===== src/rtl/hs_mem_sdpram_rdstrm.sv =====
// Read-side streaming controller for hs_mem_sdpram: request stream in, 3-entry skid buffer, response stream out.
// Optional macro HS_MEM_RDSTRM_ADDR_ECHO_EN adds rsp_addr, echoing the address of each response.
module hs_mem_sdpram_rdstrm #(
  parameter type DATA_TYPE = logic [7:0],
  parameter int unsigned DATA_DEPTH = 16,
  localparam int unsigned ADDR_WIDTH = $clog2(DATA_DEPTH)
) (
  input  logic                  clk,
  input  logic                  rst,
  input  logic [ADDR_WIDTH-1:0] req_addr,
  input  logic                  req_valid,
  output logic                  req_ready,
  output logic [ADDR_WIDTH-1:0] ram_raddr,
  output logic                  ram_ren,
  input  DATA_TYPE              ram_rdata,
  output DATA_TYPE              rsp_data,
  output logic                  rsp_valid,
  input  logic                  rsp_ready
`ifdef HS_MEM_RDSTRM_ADDR_ECHO_EN
  ,
  output logic [ADDR_WIDTH-1:0] rsp_addr
`endif
);

  logic       infl_q;
  logic [1:0] wptr_q;
  logic [1:0] rptr_q;
  logic [1:0] occ_q;
  logic       capture;
  logic       pop;
  DATA_TYPE   data_buf_q [3];

  function automatic logic [1:0] ptr_inc(input logic [1:0] p);
    return (p == 2'd2) ? 2'd0 : p + 2'd1;
  endfunction

  // Credits count both buffered entries and the read still in flight, so a
  // capture always has a free slot and req_ready never looks at rsp_ready.
  assign req_ready = !rst && ((3'(occ_q) + 3'(infl_q)) < 3'd3);
  assign ram_ren   = req_valid && req_ready;
  assign ram_raddr = req_addr;

  assign capture   = infl_q;
  assign rsp_valid = (occ_q != 2'd0);
  assign pop       = rsp_valid && rsp_ready;
  assign rsp_data  = data_buf_q[rptr_q];

  always_ff @(posedge clk) begin
    if (rst) begin
      infl_q <= 1'b0;
      wptr_q <= '0;
      rptr_q <= '0;
      occ_q  <= '0;
    end else begin
      infl_q <= ram_ren;
      if (capture) wptr_q <= ptr_inc(wptr_q);
      if (pop)     rptr_q <= ptr_inc(rptr_q);
      case ({capture, pop})
        2'b10:   occ_q <= occ_q + 2'd1;
        2'b01:   occ_q <= occ_q - 2'd1;
        default: occ_q <= occ_q;
      endcase
    end
  end

  // Storage is deliberately unreset; pointer reset alone invalidates it.
  always_ff @(posedge clk) begin
    if (capture) data_buf_q[wptr_q] <= ram_rdata;
  end

`ifdef HS_MEM_RDSTRM_ADDR_ECHO_EN
  logic [ADDR_WIDTH-1:0] addr_pipe_q;
  logic [ADDR_WIDTH-1:0] addr_buf_q [3];

  // Address delayed one stage so it lands in the buffer with its ram_rdata.
  always_ff @(posedge clk) begin
    if (ram_ren) addr_pipe_q <= ram_raddr;
    if (capture) addr_buf_q[wptr_q] <= addr_pipe_q;
  end

  assign rsp_addr = addr_buf_q[rptr_q];
`endif

  a_no_capture_when_full: assert property (
    @(posedge clk) disable iff (rst) !(occ_q == 2'd3 && infl_q)
  );

endmodule


===== config.mk =====
export PLATFORM = sky130hd
export DESIGN_NAME = hs_mem_sdpram_rdstrm
export DESIGN_NICKNAME = d
export VERILOG_FILES = /design/src/rtl/hs_mem_sdpram_rdstrm.sv
export SDC_FILE = /design/constraint.sdc
export NUM_CORES = 1
export LEC_CHECK = 0
export ABC_AREA = 1
export CAP_MARGIN = 0
export CORE_UTILIZATION = 45
export CTS_CLUSTER_SIZE = 40
export DETAILED_ROUTE_END_ITERATION = 8
export HOLD_SLACK_MARGIN = 0.1
export PLACE_DENSITY = 0.73
export SETUP_SLACK_MARGIN = 0.1
export SLEW_MARGIN = 20
export SYNTH_ARGS = -nofsm -noshare
export SYNTH_HDL_FRONTEND = slang
export SYNTH_SLANG_ARGS = --single-unit
export TNS_END_PERCENT = 5

===== constraint.sdc =====
create_clock -name clk -period 2.36 [get_ports clk]
set_clock_uncertainty 0.05 [all_clocks]
set_input_delay 0.472 -clock clk [delete_from_list [all_inputs] [get_ports clk]]
set_output_delay 0.472 -clock clk [all_outputs]
set_load 0.005 [all_outputs]

==> results of run 1 <==
## cells in the final DEF, fill, tap and decap left out, types with 2 or more instances in the layout
cell type	Yosys	layout
sky130_fd_sc_hd__ha_1	3	3
sky130_fd_sc_hd__clkbuf_4	0	5
sky130_fd_sc_hd__dfxtp_1	9	7
sky130_fd_sc_hd__inv_2	5	5
sky130_fd_sc_hd__nand2_1	16	15
sky130_fd_sc_hd__nand3_1	2	2
sky130_fd_sc_hd__o21ai_1	2	2
sky130_fd_sc_hd__buf_4	4	2
sky130_fd_sc_hd__nand2_4	2	2
sky130_fd_sc_hd__clkdlybuf4s50_1	0	20
sky130_fd_sc_hd__edfxtp_1	24	24
sky130_fd_sc_hd__a21oi_1	19	19
sky130_fd_sc_hd__inv_1	10	10
sky130_fd_sc_hd__nor2_1	21	21
## area by class of cell
| class | instances | area [µm²] | share of cell area |
|---|---|---|---|
| multi-input cells | 68 | 333 | 0.201 |
| well taps | 31 | 38.8 | 0.0234 |
| clock buffers | 6 | 41.3 | 0.0250 |
| clock inverters | 2 | 33.8 | 0.0204 |
| flip-flops and latches | 33 | 906 | 0.548 |
| repair buffers | 24 | 236 | 0.143 |
| inverters | 16 | 65.1 | 0.0393 |
## power groups by stage
stage	sequential, mW	combinational (mW)	clock, mW
3_5_place_dp	0.704	0.263	0
4_1_cts	0.692	0.264	0.413
6_report	0.690	0.266	0.403
3_3_place_gp	0.701	0.252	0
5_1_grt	0.695	0.300	0.438
2_1_floorplan	0.683	0.153	0
## cell families (layout without fill, tap and decap cells)
| kind of cell | after synthesis | in the layout |
|---|---|---|
| AO/OA/AOI/OAI | 22 | 22 |
| buffers and inverters | 22 | 48 |
| adder cells (fa/ha/maj) | 3 | 3 |
| flip-flops | 33 | 33 |
| AND/OR/NAND/NOR | 43 | 43 |
## flip-flops by register name, summed over array words and instances, names as in the netlist, named ones only
| signal | flops |
|---|---|
| rptr_q | 2 |
| capture | 1 |
| data_buf_q | 24 |
| occ_q | 2 |
| wptr_q | 2 |
## per-stage QoR
step	power, mW	area [µm²]	setup WS (ns)	util	instances
finish	1.36	1650	0.172	0.595	180
global route	1.43	1650	0.0284	0.595	180
CTS	1.37	1640	-0.0596	0.589	179
detailed placement	0.967	1560	0.0869	0.562	171
global placement	0.953	1560	0.150	0.562	171
floorplan	0.836	1340	0.809	-	123
## final timing paths
check | startpoint | endpoint | slack, ns | cells past startpoint
setup reg to reg | occ_q[0] | occ_q[1] | 0.87 | 11
hold reg to reg | occ_q[0] | occ_q[0] | 0.41 | 1
hold / removal | occ_q[0] | occ_q[0] | 0.41 | 1
setup / recovery | flip-flop | rsp_data[1] | 0.17 | 4
## per-layer routing
metal	GRT usage	vias to the layer above
met5	0	-
met4	0.122	0
met3	0.0553	8
met2	0.271	28
met1	0.191	427
li1	-	461
## timing repair
action / CTS / global route
pin swaps: 0 / 1
hold buffers: 0 / 0
gates resized for setup: 3 / 3
setup endpoints to repair: 4 / 10
buffers inserted: 0 / 1
==> results by group, run 1 <==
Run status
  – Status: finished, final reports clean

Power and ir drop
  – Comb power frac: 0.196
  – Sequential fraction of design power: 0.507
  – Share of total power in the clock network: 0.297
  – Peak ir drop on the vdd network: roughly 0.65 mV
  – Power density relative to cell area: 822 nW/µm²
  – Leakage power of the design: about 0.66 nW
  – Cell-internal power: ~1.0 mW
  – Switching share of power: 0.249
  – P_sw: 339 µW

Timing
  – Number of hold-slack violations in the final timing report: 0
  – Setup TNS: 0 ns
  – Slew Limit Fails: 0
  – Final worst path period share: 0.927
  – Worst-Margin Slew: roughly 0.36 ns
  – Worst rel slew slack: 0.762
  – Maximum achievable frequency: approximately 460 MHz
  – Worst hold slack: roughly 0.4 ns
  – Minimum period implied by the final worst setup slack: approximately 2.2 ns
  – Total of endpoints with negative setup slack in the final report: 0
  – Unrepaired setup endpoints after global routing: yes

Worst setup path
  – Slowest stage delay, CP: 0.52 ns
  – CP max-delay cell: sky130_fd_sc_hd__clkdlybuf4s50_1
  – Critical path endpoint category: output pin
  – Critical path class: reg2out
  – Signal arrival time at the worst endpoint: around 1.7 ns
  – List of cells traversed by the critical path: inv_2, nor2_1, a21oi_1, clkdlybuf4s50_1
  – Cell class contributing the biggest share of worst-path delay: buffers and inverters
  – CP required: 1.84 ns
  – Count of buffer and inverter cells on the critical path: 2
  – Max Fanout on Critical Path: 9
  – Startpoint types: flip-flop

Yosys
  – Top cell types by occurrence after synthesis: sky130_fd_sc_hd__edfxtp_1 (24), sky130_fd_sc_hd__nor2_1 (21), sky130_fd_sc_hd__a21oi_1 (19), sky130_fd_sc_hd__nand2_1 (16), sky130_fd_sc_hd__inv_1 (10)
  – Fraction of synthesized cell area taken by the top area cell type: 0.539
  – Fraction of the mapped netlist area in compound gates: 0.0824
  – Cell types occupying the most area after synthesis: sky130_fd_sc_hd__edfxtp_1 (54%), sky130_fd_sc_hd__dfxtp_1 (13%), sky130_fd_sc_hd__a21oi_1 (7.1%)
  – Most numerous cell in the Yosys netlist: sky130_fd_sc_hd__edfxtp_1
  – Yosys top cell by area: sky130_fd_sc_hd__edfxtp_1
  – Prevailing post-synth register cell: sky130_fd_sc_hd__edfxtp_1
  – XOR/XNOR Fraction of Synth Area: 0
  – Dominant combinational cell family by area after synthesis: simple AND/OR/NAND/NOR gates
  – Number of enable flip-flop cells after synthesis: 24
  – Yosys Warn Count: 0
  – Area share of fa/ha/maj cells after synthesis: 0.0281
  – Synth Register Bits: 33
  – Simple-gate share of the synthesized area: 0.137
  – Number of instances in the synthesized netlist: 123
  – Count of unique library cells instantiated by Yosys: 17
  – Share of flip-flops with an asynchronous set or reset after synthesis: 0
  – Number of nets in the synthesized netlist: 142
  – Syn avg cell area: about 11 µm²
  – Post-synthesis cell area: around 1300 µm²
  – Seq/Total Area, Yosys: 0.674
  – Mux contribution to synthesized area: 0

Placement
  – Port Buffers: 22
  – Placed wire-length estimate: 1.63 mm
  – RD Place Congestion: between 0.6 and 0.7

Global routing
  – GRT Total Usage: 0.170
  – Vias in the first global route: 903
  – Initial antenna violation count: 0
  – Maximum number of pins on one net before global-route repair: 11
  – Global-route wire length before repair: a little under 4 mm
  – Total congestion overflow: 0

Clock tree
  – Total clock buffers created by CTS: 5
  – CTS Root Cell: sky130_fd_sc_hd__clkbuf_4
  – Clock tree sinks: 33
  – Clock H-tree levels: 2
  – Maximum clock insertion buffer count: 2
  – Clk slew on worst S/H paths: 0.10 ns
  – Clock latency reported for the late side of the worst-skew pair: approximately 0.34 ns
  – Clock tree from TritonCTS: built

Route
  – Metal2 WL: approximately 1.2 mm
  – Routed wire per std cell: approximately 13 µm
  – Max layer used: met4
  – Number of iterations in the first detailed-routing pass: 4
  – Met1 routed wirelength after detailed routing: just under 1 mm
  – Via count of the routed design: 924
  – Met3 wire len: ~130 µm
  – DR iter-0 viols: 32
  – Via/cell ratio: between 5 and 6
  – Wirelength, routed: 2.37 mm
  – Number of design rule violations left after detail routing: 0
  – Number of nets still failing antenna checks after routing: 0

Floorplanning
  – Vertical die dimension: 56.5 µm
  – I/O pin total: 31
  – Core region area: 2780 µm²
  – Site Rows: 19
  – Effective utilization at floorplan: 0.480
  – Horizontal die dimension: between 50 and 60 µm
  – Die Area: around 3200 µm²

Layout
  – Ant. Diodes: 0
  – NumNets Final: between 150 and 200
  – Area delta synth->final: 23.8%
  – Filler cell count in the final layout: approximately 240
  – Layout cell share with drive strength beyond 1: 0.128

Hold path
  – Type of the worst min-delay path: reg2reg

Flow run
  – MaxCap Viol Count: 0
(Power assumes the default switching activity.)
==> inputs of run 2 (changes only) <==
--- a/config.mk
+++ b/config.mk
@@ -7,3 +7,2 @@
 export LEC_CHECK = 0
-export ABC_AREA = 1
 export CAP_MARGIN = 0
@@ -13,3 +12,3 @@
 export HOLD_SLACK_MARGIN = 0.1
-export PLACE_DENSITY = 0.73
+export PLACE_DENSITY = 0.74
 export SETUP_SLACK_MARGIN = 0.1
--- a/constraint.sdc
+++ b/constraint.sdc
@@ -4,2 +4,2 @@
 set_output_delay 0.472 -clock clk [all_outputs]
-set_load 0.005 [all_outputs]
+set_load 0.05 [all_outputs]
==> run 2 against run 1 <==
  * Sequential power grew 7.4%
  * Hold slack better by 0.042 ns
  * Highest routed layer unchanged
  * Largest cell class unchanged
  * Critical endpoint is now ram_ren
  * Final cell count decreased by 16%
==> results by group, run 2 <==
Layout
  – Commonest cells after routing, fill and taps aside: sky130_fd_sc_hd__edfxtp_1 (24), sky130_fd_sc_hd__nand2_1 (12), sky130_fd_sc_hd__clkdlybuf4s50_1 (11)
  – Ant. Diodes: 0 (unchanged)
  – Layout cell share with drive strength beyond 1: 0.215 (+0.0874)
  – NumNets Final: 139 (-17%)
  – Leading cell type in the layout, fill and taps excluded: sky130_fd_sc_hd__edfxtp_1
  – Post-route cell area: 1630 µm² (-1.5%)
  – Flip-flop count of the largest register after layout: 24 (unchanged)
  – Non-Filler Instances: 152 (-16%)
  – Area delta synth->final: 26.2%
  – Register with the most flip-flops: data_buf_q

Timing
  – Worst-Margin Slew: 0.761 ns (+0.404 ns)
  – Number of hold-slack violations in the final timing report: 0 (unchanged)
  – Setup TNS: 0 ns (unchanged)
  – Final worst path period share: 0.935 (+0.00756)
  – Minimum period implied by the final worst setup slack: 2.21 ns (+0.0178 ns)
  – Worst rel slew slack: 0.491 (-0.271)
  – Maximum achievable frequency: 453 MHz (-0.81%)
  – Unrepaired setup endpoints after global routing: yes
  – Total of endpoints with negative setup slack in the final report: 0 (unchanged)
  – Slew Limit Fails: 0 (unchanged)

Clock tree
  – Hold buffer count at CTS: 0 (unchanged)
  – CTS Root Cell: sky130_fd_sc_hd__clkbuf_4
  – Clock latency reported for the late side of the worst-skew pair: 0.32 ns (-0.02 ns)
  – Clock tree from TritonCTS: built
  – Total clock buffers created by CTS: 5 (unchanged)
  – Clock H-tree levels: 2 (unchanged)
  – Clock tree sinks: 33 (unchanged)
  – Maximum clock insertion buffer count: 2 (unchanged)
  – Clk slew on worst S/H paths: 0.09 ns (about the same)

Yosys
  – Prevailing post-synth register cell: sky130_fd_sc_hd__edfxtp_1
  – Synth Register Bits: 33 (unchanged)
  – Number of nets in the synthesized netlist: 113 (-20%)
  – Cell types occupying the most area after synthesis: sky130_fd_sc_hd__edfxtp_1 (56%), sky130_fd_sc_hd__dfxtp_1 (14%), sky130_fd_sc_hd__mux2i_1 (6.2%)
  – Post-synthesis cell area: 1290 µm² (-3.4%)
  – Number of instances in the synthesized netlist: 94 (-24%)
  – Syn avg cell area: 13.7 µm² (+26%)
  – Number of enable flip-flop cells after synthesis: 24 (unchanged)
  – Seq/Total Area, Yosys: 0.698 (+0.0235)
  – Top cell types by occurrence after synthesis: sky130_fd_sc_hd__edfxtp_1 (24), sky130_fd_sc_hd__nand2_1 (12), sky130_fd_sc_hd__dfxtp_1 (9), sky130_fd_sc_hd__mux2i_1 (8), sky130_fd_sc_hd__o21ai_0 (5)
  – Count of unique library cells instantiated by Yosys: 25 (+8)
  – Fraction of synthesized cell area taken by the top area cell type: 0.558 (+0.0188)
  – Most numerous cell in the Yosys netlist: sky130_fd_sc_hd__edfxtp_1
  – Yosys Warn Count: 0 (unchanged)
  – Share of flip-flops with an asynchronous set or reset after synthesis: 0 (unchanged)
  – Yosys top cell by area: sky130_fd_sc_hd__edfxtp_1

Route
  – Via/cell ratio: 5.16 (+0.48%)
  – Routed wire per std cell: 14.0 µm (+6.4%)
  – Wirelength, routed: 2.13 mm (-10%)
  – Via count of the routed design: 784 (-15%)
  – DR iter-0 viols: 36 (+13%)
  – Number of nets still failing antenna checks after routing: 0 (unchanged)
  – Number of design rule violations left after detail routing: 0 (unchanged)
  – Number of iterations in the first detailed-routing pass: 4 (unchanged)

Power and ir drop
  – Power density relative to cell area: 971 nW/µm² (+18%)
  – Peak ir drop on the vdd network: 0.879 mV (+36%)
  – Leakage power of the design: 0.590 nW (-11%)
  – Total chip power: 1.58 mW (+16%)

Hold path
  – Type of the worst min-delay path: reg2reg
  – Worst-case hold path end point: rptr_q[1]
  – Worst hold start: rptr_q[1]
  – Depth of the worst hold-timing path: 2 (+1)

Worst setup path
  – CP required: 1.84 ns (about the same)
  – Max Fanout on Critical Path: 5 (-4)
  – CP Launch Point: occ_q[0]
  – Signal arrival time at the worst endpoint: 1.68 ns (about the same)
  – Critical path endpoint category: output pin
  – Capture point of the worst reg-to-reg path: occ_q[1]
  – Critical path class: reg2out
  – Cell count of the worst reg-to-reg path: 5 (-6)
  – Source of the worst register-to-register timing path: occ_q[1]
  – Reg2reg setup slack: 0.77 ns (-0.10 ns)
  – Startpoint types: flip-flop

Global routing
  – Vias in the first global route: 786 (-13%)
  – Global-route wire length before repair: 3.48 mm (-11%)
  – GRT Total Usage: 0.158 (-0.0124)
  – Total congestion overflow: 0 (unchanged)
  – Initial antenna violation count: 0 (unchanged)
  – Maximum number of pins on one net before global-route repair: 17 (+6)

Floorplanning
  – Horizontal die dimension: 55.6 µm (-1.6%)
  – Effective utilization at floorplan: 0.472 (-0.00812)
  – Vertical die dimension: 55.6 µm (-1.6%)
  – I/O pin total: 31 (unchanged)
  – Site Rows: 19 (unchanged)
  – Die Area: 3090 µm² (-3.3%)
  – Core region area: 2730 µm² (-1.7%)

Run status
  – Status: finished, final reports clean

Placement
  – Placed wire-length estimate: 1.49 mm (-8.5%)
  – Placement-stage cell area: 1570 µm² (+0.24%)
  – RD Place Congestion: 0.663 (+2.2%)
  – Dpl cells: 143 (-16%)
  – Port Buffers: 22 (unchanged)

Flow run
  – MaxCap Viol Count: 0 (unchanged)
-- run 2: layer usage --
metal | global-route usage | share of wire | up-vias
met3 | 0.0609 | 0.048 | 6
met1 | 0.161 | 0.40 | 364
met2 | 0.263 | 0.53 | 25
met5 | 0 | 0 | -
met4 | 0.111 | 0.021 | 0
li1 | - | - | 389
-- run 2: per-stage QoR --
stage	hold WS [ns]	utilization	setup slack, ns
global route	0.490	0.596	0.0653
floorplan	0.397	-	0.113
detailed placement	0.438	0.573	0.317
CTS	0.459	0.595	0.0894
finish	0.454	0.596	0.154
global placement	0.411	0.573	0.326
-- run 2: kinds of logic after synthesis --
group           synth area share
flops                      0.698
mux                       0.0707
compound gates            0.0669
xor+xnor                  0.0136
fa+ha+maj                 0.0291
simple gates              0.0862
buf+inv                   0.0358
-- run 2: timing repair --
item	in CTS	in global routing
gates resized for setup	2	1
setup buffers	1	0
cloned	0	0
endpoints found under the hold margin	0	0
setup endpoints to repair	2	3
pin swaps	1	0
-- run 2: worst max-delay path: stages (launching register included) --
cell and delay [ns]:
sky130_fd_sc_hd__dfxtp_2 0.36, sky130_fd_sc_hd__ha_1 0.23, sky130_fd_sc_hd__ha_4 0.22, sky130_fd_sc_hd__a211oi_4 0.24, sky130_fd_sc_hd__and2_4 0.18, sky130_fd_sc_hd__buf_12 0.13
-- run 2: how the worst max path moves through the flow --
stage / cells past startpoint / end / slack, ns
6_report: 5 / ram_ren / 0.15
5_1_grt: 5 / ram_ren / 0.07
2_1_floorplan: 4 / ram_ren / 0.11
3_5_place_dp: 4 / ram_ren / 0.32
4_1_cts: 2 / rsp_valid / 0.09
3_3_place_gp: 4 / ram_ren / 0.33
-- run 2: report_power, final --
| group | leakage (nW) | switching, mW | internal (mW) |
|---|---|---|---|
| sequential | 0.293 | 0.0659 | 0.675 |
| combinational | 0.268 | 0.328 | 0.228 |
| clock | 0.0293 | 0.170 | 0.116 |
-- run 2: area by class of cell --
type | instances | area, µm²
timing repair buffer | 25 | 258
fill | 226 | 1100
clock inverter | 1 | 5.00
clock buffer | 7 | 45.0
sequential | 33 | 903
multi-input combinational | 53 | 372
inverter | 2 | 7.51
tap | 31 | 38.8
==> inputs of run 3 (changes only) <==
- ABC_CLOCK_PERIOD_IN_PS: default -> 2360
- SKIP_CTS_REPAIR_TIMING: default -> 1
==> run 3 against run 2 <==
  * Sequential share of layout area fell by 0.27 points
  * Die area did not move
  * First-iteration DRC count rose by 2.8%
  * Clock power barely moved
  * Utilization rose by 0.46 points
  * Power rose by 1.6%
  * Register-to-register slack got worse by 0.13 ns
  * Global-route usage fell by 0.051 points
  * Final cell count did not move
==> results by group, run 3 (synthesis gave the netlist of run 2 again) <==
Run status
  – Status: finished, final reports clean

Timing
  – Minimum period implied by the final worst setup slack: 2.25 ns (+0.0410 ns)
  – Worst rel slew slack: 0.484 (-0.00699)
  – Number of hold-slack violations in the final timing report: 0 (unchanged)
  – Worst-Margin Slew: 0.771 ns (+0.0104 ns)
  – Setup TNS: 0 ns (unchanged)
  – Maximum achievable frequency: 445 MHz (-1.8%)
  – Total of endpoints with negative setup slack in the final report: 0 (unchanged)
  – Unrepaired setup endpoints after global routing: yes
  – Slew Limit Fails: 0 (unchanged)
  – Final worst path period share: 0.952 (+0.0174)
  – Least setup slack across all paths after layout: 0.113 ns (-0.0410 ns)

Route
  – Routed wire per std cell: 14.0 µm (+0.28%)
  – Number of design rule violations left after detail routing: 0 (unchanged)
  – Wirelength, routed: 2.13 mm (+0.28%)
  – Number of nets still failing antenna checks after routing: 0 (unchanged)
  – DR iter-0 viols: 37 (+2.8%)
  – Number of iterations in the first detailed-routing pass: 4 (unchanged)
  – Via/cell ratio: 5.16 (+0.13%)
  – Via count of the routed design: 785 (+0.13%)

Layout
  – NumNets Final: 139 (unchanged)
  – Storage cell area: 906 µm² (+0.28%)
  – Post-route cell area: 1640 µm² (+0.77%)
  – Filler cell count in the final layout: 221 (-2.2%)
  – Utilization after layout: 0.600 (+0.00458)
  – Layout cell share with drive strength beyond 1: 0.223 (+0.00826)
  – Commonest cells after routing, fill and taps aside: sky130_fd_sc_hd__edfxtp_1 (24), sky130_fd_sc_hd__nand2_1 (12), sky130_fd_sc_hd__clkdlybuf4s50_1 (12)
  – Area occupied by multi-input gates: 384 µm² (+3.4%)
  – Register with the most flip-flops: data_buf_q
  – Leading cell type in the layout, fill and taps excluded: sky130_fd_sc_hd__edfxtp_1
  – Flip-flop count of the largest register after layout: 24 (unchanged)
  – Ant. Diodes: 0 (unchanged)
  – Area delta synth->final: 27.1%

Worst setup path
  – CP required: 1.84 ns (about the same)
  – Max Fanout on Critical Path: 5 (unchanged)
  – Critical path class: reg2out
  – Critical path endpoint category: output pin
  – Signal arrival time at the worst endpoint: 1.73 ns (+0.05 ns)
  – Startpoint types: flip-flop

Flow run
  – MaxCap Viol Count: 0 (unchanged)

Placement
  – Placed wire-length estimate: 1.49 mm (unchanged)
  – Setup slack at placement: 0.317 ns (unchanged)
  – RD Place Congestion: 0.663 (unchanged)
  – Port Buffers: 22 (unchanged)
  – Placement-stage cell area: 1570 µm² (unchanged)

Clock tree
  – Clk slew on worst S/H paths: 0.09 ns (about the same)
  – Clock tree sinks: 33 (unchanged)
  – Clock H-tree levels: 2 (unchanged)
  – Total clock buffers created by CTS: 5 (unchanged)
  – CTS Root Cell: sky130_fd_sc_hd__clkbuf_4
  – Clock latency reported for the late side of the worst-skew pair: 0.32 ns (about the same)
  – Clock tree from TritonCTS: built
  – Maximum clock insertion buffer count: 2 (unchanged)

Floorplanning
  – Effective utilization at floorplan: 0.472 (unchanged)
  – Die Area: 3090 µm² (unchanged)
  – Vertical die dimension: 55.6 µm (unchanged)
  – Site Rows: 19 (unchanged)
  – Core region area: 2730 µm² (unchanged)
  – Horizontal die dimension: 55.6 µm (unchanged)
  – I/O pin total: 31 (unchanged)

Global routing
  – Total congestion overflow: 0 (unchanged)
  – GRT Total Usage: 0.157 (-0.000506)
  – Vias in the first global route: 782 (-0.51%)
  – Initial antenna violation count: 0 (unchanged)
  – Maximum number of pins on one net before global-route repair: 17 (unchanged)
  – Global-route wire length before repair: 3.47 mm (-0.40%)

Power and ir drop
  – Total chip power: 1.61 mW (+1.6%)
  – Leakage power of the design: 0.575 nW (-2.5%)
  – Power density relative to cell area: 979 nW/µm² (+0.79%)
  – Peak ir drop on the vdd network: 0.606 mV (-31%)

Hold path
  – Type of the worst min-delay path: reg2reg
## run 3: layout make-up
class                           count  area share
Clock inverter                      1     0.00305
Sequential cell                    33       0.552
Tap cell                           31      0.0236
Inverter                            2     0.00457
Multi-Input combinational cell     53       0.234
Clock buffer                        7      0.0274
Timing Repair Buffer               25       0.155
## run 3: per-layer routing
metal  vias to the layer above  wire, µm  track usage
met5                         -         0            0
met4                         0        46        0.111
met3                         6       125       0.0609
met2                        31      1140        0.263
met1                       361       824        0.159
li1                        387         -            -
## run 3: per-stage QoR
stage          instances  hold WS [ns]
6_report             152         0.454
4_1_cts              151         0.459
2_1_floorplan         94         0.397
5_1_grt              152         0.490
3_3_place_gp         143         0.411
3_5_place_dp         143         0.438
## run 3: worst paths after layout
kind	start	slack (ns)	endpoint	cells after the start
max	occ_q[1]	0.11	rsp_valid	2
min	rptr_q[1]	0.45	rptr_q[1]	2
max reg2reg	occ_q[0]	0.64	occ_q[1]	6
min reg2reg	rptr_q[1]	0.45	rptr_q[1]	2
## run 3: worst max-delay path, cell delays in order (launching register included)
cell	delay (ns)
sky130_fd_sc_hd__dfxtp_1	0.46
sky130_fd_sc_hd__or2_1	0.15
sky130_fd_sc_hd__clkdlybuf4s50_1	0.80
## run 3: report_power, final
group	internal, mW	total [mW]	switching (mW)
combinational	0.243	0.574	0.331
sequential	0.679	0.748	0.0691
clock	0.116	0.286	0.170
